**config.mk**
```make
export PLATFORM = sky130hd
export DESIGN_NAME = pipeline_sequencer
export DESIGN_NICKNAME = d
export VERILOG_FILES = /design/src/rtl/pipeline_sequencer.sv
export SDC_FILE = /design/constraint.sdc
export NUM_CORES = 1
export LEC_CHECK = 0
export ABC_AREA = 1
export BUFFER_PORTS_ARGS = -buffer_cell sky130_fd_sc_hd__clkbuf_2
export CAP_MARGIN = 10
export CORE_MARGIN = 1
export CORE_UTILIZATION = 40
export CTS_BUF_LIST = sky130_fd_sc_hd__clkbuf_4
export CTS_CLUSTER_SIZE = 14
export DETAILED_ROUTE_END_ITERATION = 7
export HOLD_SLACK_MARGIN = 0.15
export MAX_ROUTING_LAYER = met4
export PLACE_DENSITY = 0.59
export SLEW_MARGIN = 30
export SYNTH_ARGS = -nofsm -noshare
export SYNTH_HDL_FRONTEND = slang
export SYNTH_SLANG_ARGS = --single-unit
export TNS_END_PERCENT = 20
```
**constraint.sdc**
```tcl
create_clock -name i_clk -period 2.24 [get_ports i_clk]
set_input_delay 0.112 -clock i_clk [delete_from_list [all_inputs] [get_ports i_clk]]
set_output_delay 0.112 -clock i_clk [all_outputs]
set_load 0.05 [all_outputs]
```
**src/rtl/pipeline_sequencer.sv**
```systemverilog
// ============================================================================
// Module   : pipeline_sequencer
// Brief    : Run/stall/drain/halt controller for the 5-stage MIPS pipeline.
//            Optional single-step mode: define PIPE_SINGLE_STEP_EN.
// Revision : 1.0 - initial release
// ============================================================================
`default_nettype none

module pipeline_sequencer #(
  parameter int DRAIN_CYCLES = 4,
  parameter int CNT_W        = 32
) (
  input  logic             i_clk,
  input  logic             i_rst_n,
  input  logic             i_start,
  input  logic             i_stall,
  input  logic             i_flush,
  input  logic             i_halt,
`ifdef PIPE_SINGLE_STEP_EN
  input  logic             i_step_mode,
  input  logic             i_step,
`endif
  output logic             o_pc_en,
  output logic             o_if_id_en,
  output logic             o_if_id_flush,
  output logic             o_id_ex_flush,
  output logic             o_back_en,
  output logic             o_running,
  output logic             o_halted,
  output logic [CNT_W-1:0] o_cycle_count
);

  localparam int c_DW = (DRAIN_CYCLES > 1) ? $clog2(DRAIN_CYCLES) : 1;

  localparam logic [1:0] c_ST_IDLE   = 2'd0;
  localparam logic [1:0] c_ST_RUN    = 2'd1;
  localparam logic [1:0] c_ST_DRAIN  = 2'd2;
  localparam logic [1:0] c_ST_HALTED = 2'd3;

  logic [1:0]      r_state;
  logic [1:0]      w_state_nxt;
  logic [c_DW-1:0] r_drain_cnt;
  logic [c_DW-1:0] w_drain_nxt;
  logic [CNT_W-1:0] r_cycle_count;
  logic            w_adv;

  // w_adv low freezes RUN/DRAIN completely: no enables, no state progress.
`ifdef PIPE_SINGLE_STEP_EN
  assign w_adv = !i_step_mode || i_step;
`else
  assign w_adv = 1'b1;
`endif

  always_ff @(posedge i_clk or negedge i_rst_n) begin
    if (!i_rst_n) begin
      r_state     <= c_ST_IDLE;
      r_drain_cnt <= '0;
    end else begin
      r_state     <= w_state_nxt;
      r_drain_cnt <= w_drain_nxt;
    end
  end

  always_comb begin
    w_state_nxt = r_state;
    w_drain_nxt = r_drain_cnt;
    case (r_state)
      c_ST_IDLE: begin
        if (i_start) w_state_nxt = c_ST_RUN;
      end
      c_ST_RUN: begin
        // A HALT under a flush sits on the wrong path and is discarded.
        if (w_adv && !i_flush && i_halt) begin
          w_state_nxt = c_ST_DRAIN;
          w_drain_nxt = c_DW'(DRAIN_CYCLES - 1);
        end
      end
      c_ST_DRAIN: begin
        if (w_adv) begin
          if (r_drain_cnt == '0) w_state_nxt = c_ST_HALTED;
          else                   w_drain_nxt = r_drain_cnt - c_DW'(1);
        end
      end
      default: w_state_nxt = r_state;
    endcase
  end

  always_comb begin
    o_pc_en       = 1'b0;
    o_if_id_en    = 1'b0;
    o_if_id_flush = 1'b0;
    o_id_ex_flush = 1'b0;
    o_back_en     = 1'b0;
    o_running     = (r_state == c_ST_RUN);
    o_halted      = (r_state == c_ST_HALTED);
    case (r_state)
      c_ST_RUN: begin
        if (w_adv) begin
          o_back_en = 1'b1;
          if (i_flush) begin
            o_pc_en       = 1'b1;
            o_if_id_en    = 1'b1;
            o_if_id_flush = 1'b1;
            o_id_ex_flush = 1'b1;
          end else if (i_halt || i_stall) begin
            o_id_ex_flush = 1'b1;
          end else begin
            o_pc_en    = 1'b1;
            o_if_id_en = 1'b1;
          end
        end
      end
      c_ST_DRAIN: begin
        if (w_adv) begin
          o_back_en     = 1'b1;
          o_id_ex_flush = 1'b1;
        end
      end
      default: ;
    endcase
  end

  always_ff @(posedge i_clk or negedge i_rst_n) begin
    if (!i_rst_n) begin
      r_cycle_count <= '0;
    end else if (o_back_en && (r_cycle_count != {CNT_W{1'b1}})) begin
      r_cycle_count <= r_cycle_count + CNT_W'(1);
    end
  end

  assign o_cycle_count = r_cycle_count;

endmodule

`default_nettype wire

```
[After elaboration in Yosys (flattened, before gate mapping)]
Index checks and enable logic that the tools add are counted.
Cells by class
  multiplexer cells: 16
  reduce and logical (&&, ||, !) cells: 11
  $add $sub $neg: 2
  equality and inequality tests: 8
Operator list (number)
  $add A32 B1 Y32 const B: 1
  $ne A32 B32 Y1 const B: 1
  $mux W2: 5
  $mux W1: 8
  $ne A2 B2 Y1 const B: 3
  $pmux W2 S3: 1
  $eq A2 B2 Y1 const B: 2
  $logic_not A2 Y1: 2
  $pmux W2 S2: 1
  $reduce_and A4 Y1: 1
  $reduce_and A3 Y1: 1
  $reduce_bool A3 Y1: 1
  $eq A2 B1 Y1 const B: 1
  $logic_and A1 B1 Y1: 2
  $ne A2 B1 Y1 const B: 1
  $pmux W1 S2: 1
  $reduce_bool A2 Y1: 1
  $reduce_or A2 Y1: 1
  $sub A2 B1 Y2 const B: 1
  $logic_not A1 Y1: 1
  $logic_or A1 B1 Y1: 1
Word-level totals
  input bits: 6
  logic and storage cells: 40
  register bits: 36

[Longest topological paths before layout]
  depth in word-level cells: 4
  mapped depth: 11
  depth with buffers taken out: 10

[Least setup slack after synthesis]
No wires, ideal clock.
  kind: register to output
  from: reg r_state[1]
  to: out o_pc_en
  stages on the path, launching flop included: 6
  setup slack: -0.545 ns
  buffers on the path: 1
  arrival time: 2.673 ns
  cell sequence: dfrtp_1 inv_1 ha_1 inv_1 o21ai_0 buf_4
On the way
  cells in the longest elaborated chain, start to end: 2
RTL lines
  from (decl): RTL line 40  | logic [1:0] r_state;
  from (signal assigned): RTL line 56  | r_state <= c_ST_IDLE;
  from (signal assigned): RTL line 59  | r_state <= w_state_nxt;
  $eq A2 B1 Y1
  via o_running: RTL line 28  | output logic o_running,
  $mux W1: RTL line 96  | case (r_state)
  to (decl): RTL line 23  | output logic o_pc_en,
The timed path passes the listed nets, and every way through them passes these cells.

[Worst setup path after layout]
  from: reg r_state[0]
  to: reg r_cycle_count[18] (netlist: o_cycle_count[18])
On the way
  cells in the longest elaborated chain, start to end: 4
  elaborated cells between the ends (all ways): 5
  those cells by class: eq/ne: 2; mux: 1; reduce/logical: 2
RTL lines
  $eq A2 B1 Y1 or $eq A2 B2 Y1 (tied branches): RTL line 96
  $reduce_or A2 Y1 (no line) *
  $mux W1 *
  $logic_and A1 B1 Y1 *: RTL line 126  | end else if (o_back_en && (r_cycle_count != {CNT_W{1'b1}})) begin
  to (signal assigned): RTL line 127  | r_cycle_count <= r_cycle_count + CNT_W'(1);
  to (decl): RTL line 44  | logic [CNT_W-1:0] r_cycle_count;
Mark *: on every way between the ends. The rest lies on a longest branch, timed or not.
A chain may end at the register's enable or synchronous reset.

==> reports/qor.csv <==
metric,value,unit
CTS Sinks,36,
top_reg_cell synth,dfrtp_1,
Yosys cell types,26,
final setup fails,0,
Die X,79.9,um
average size of a mapped cell,6.60,um^2
DRT Wirelength,5830,um
Routed Antenna Nets,0,
synthesized area,0.00243,mm^2
min setup slack post-route,280,ps
sequential share of power,34.1,%
drc violations,0,
Slew HR,45.6,%
FILL cells,605,
Hold Crit Start,i_halt,
Post-synth top cells,"156 x nand2_1, 52 x nor2_1, 36 x dfrtp_1",
clock power share,14.4,%
Syn Inst Count,368,
nets@finish,429,
final hold violations,0,
number of diodes,0,
Synth Area in XOR/XNOR,3.96,%
Worst R2R Setup Slack,280,ps
pre-CTS setup slack,309,ps
worst skew pair latency,330,ps
nature of the critical path startpoint,register,
DR vias/cell,4.68,
Tcrit/Tclk final,87.5,%
DPL Wire Length,4570,um
CTS tree,done,
Reg-to-Reg Start,r_state[0],
# rows,28,
Arrival @ worst endpoint,2190,ps
CP max stage delay,430,ps
Die Height,79.9,um
CP most frequent cell,nand2_1,
hold endpoint,r_drain_cnt[1],
Int Pwr,1.18,mW
number of global-route vias before repair,2089,
Synth area leader,dfrtp_1,
ranking of synthesized cells by area,"dfrtp_1 37%, nand2_1 24%, nor2_1 8.0%",
WL/cell,11.8,um
clk buf depth,2,
power per cell area,881,mW/mm^2
static leakage,1.36,nW
Final Skew,7.30,ps
Final Slew Violations,0,
largest net degree at the start of global routing,37,
Via Count,2304,
Setup Crit Path Kind,reg -> reg,
RR Endpoint,o_cycle_count[18],
Hold Crit Class,in -> reg,
gr ovfl total,0,
reg2reg path depth,9,
layout cells sized above 1,17.0,%
first-pass GRT wire length,9770,um
synth warn,0,
Syn Nets,381,
die area,0.00639,mm^2
Final TNS setup,0,ps
initial drt markers,141,
Initial Util,41.3,%
clock root buffer,clkbuf_4,
1st-pass router iterations,4,
Max Fclk,510,MHz
Critical Path End Type,register,
clk slew on worst S/H paths,110,ps
IO Count,45,
GP Congestion,0.893,
fin crit period,1960,ps
Global Route Usage Sum,20.6,%
multiplexer area fraction after synthesis,0,%
number of max-cap violations,0,
asr flop ratio synth,100,%
port buffer count,44,
peak fanout along the critical path,6,
Seq cells post-synth,36,
"Seq/Total Area, Yosys",37.1,%
antenna violations before repair,0,
Post-CTS Setup Bufs,0,
worst path required time,2470,ps
Worst VDD drop,0.000758,V
Yosys top cell area share,37.1,%
"Critical Path, Cell by Cell",inv_1 > ha_1 > inv_2 > nor2_2 > nand2_1 > nor2_1 > nand3_1 > nand2_1 > nand2_1,
"count leader, synth",nand2_1,
Area Overhead vs Synth,14.6,%
worst hold stages,4,
post-synthesis simple-gate area fraction,45.1,%
status,"finished, final reports clean",
worst-margin pin slew,817,ps
TritonCTS buffer count,5,
RSZ-0062 raised after global routing,no,
Post-Synth Adder-Cell Area,3.60,%
Switching Share,52.0,%
Logic pwr share,51.6,%
Switching Power,1.28,mW
"EDFF count, synth",0,
CTS HTree Levels,2,
Synth Area in Compound Gates,2.94,%
largest family of logic cells by synthesized area,simple AND/OR/NAND/NOR gates,
core footprint,0.00589,mm^2
crit path max-delay cell type,dfrtp_1,
[critical path: cells and delay by family, from the launching register on]
kind	cells	cell delay [ps]
buffers and inverters	2	190
flip-flops	1	430
AND/OR/NAND/NOR	6	810
adder cells (fa/ha/maj)	1	420
[metal layers]
metal,vias to the layer above,GRT usage (%),part of all wire [%]
li1,1235,-,-
met1,1020,28.3,51
met2,47,31.3,44
met3,2,4.23,4.8
met4,0,4.29,0.38
met5,-,-,0
[flip-flops by register name (all words and copies together), names as in the netlist]
name / flops
r_drain_cnt: 2
o_cycle_count: 32
r_state: 2
[power groups by stage]
stage          logic (mW)  clock network, mW  registers [mW]
2_1_floorplan       0.917                  0           0.987
3_3_place_gp         1.27                  0           0.844
3_5_place_dp         1.28                  0           0.850
4_1_cts              1.29              0.382           0.836
5_1_grt              1.40              0.407           0.853
6_report             1.27              0.353           0.836
[worst max-delay path by stage]
stage	from	endpoint	cells after the start
global placement	r_state[0]	o_cycle_count[26]	9
CTS	r_state[0]	o_id_ex_flush	5
floorplan	r_state[0]	o_id_ex_flush	4
global route	r_state[0]	o_cycle_count[18]	9
finish	r_state[0]	o_cycle_count[18]	9
detailed placement	r_state[0]	o_cycle_count[16]	8
[kinds of logic (layout without fill, tap and decap cells)]
| family | count (synthesis) | in the layout |
|---|---|---|
| xor gates and xnor gates | 11 | 11 |
| and+or+nand+nor | 259 | 259 |
| AOI/OAI and AO/OA | 13 | 13 |
| DFF | 36 | 36 |
| adders and majority gates | 7 | 7 |
| buffers and inverters | 42 | 91 |
[layout make-up]
type	count	area, um^2	area share [%]
clock buffers	7	52.6	1.89
clock inverters	1	3.75	0.135
inverters	36	135	4.85
multi-input cells	290	1350	48.6
flip-flops and latches	36	901	32.3
well taps	75	93.8	3.37
repair buffers	47	245	8.81
[what timing repair did]
item,CTS,global route
hold buffers,1,0
endpoints found under the hold margin,36,0
gates resized for setup,0,0
[metrics by stage]
step / power, mW / instances / hold WS [ps] / area, um^2 / utilization [%]
final: 2.45 / 492 / 187 / 2790 / 47.3
after global routing: 2.66 / 492 / 202 / 2790 / 47.3
after CTS: 2.51 / 492 / 159 / 2790 / 47.3
after detailed placement: 2.13 / 483 / 302 / 2720 / 46.2
after global placement: 2.12 / 483 / 293 / 2720 / 46.2
after floorplan: 1.90 / 368 / -184 / 2430 / -
[cell usage in the layout (no fill, tap or decap), types with 4 or more instances in the layout]
cell type and count:
xnor2_1 7, dfrtp_1 36, nand2_1 156, nor2_1 52, inv_1 34, xor2_1 4, clkbuf_2 43, nand3_1 24
nor2_2 6, ha_1 7, clkbuf_4 7, nand4_1 5, o21ai_0 6
Note: power is estimated with default switching activity, not from simulation.
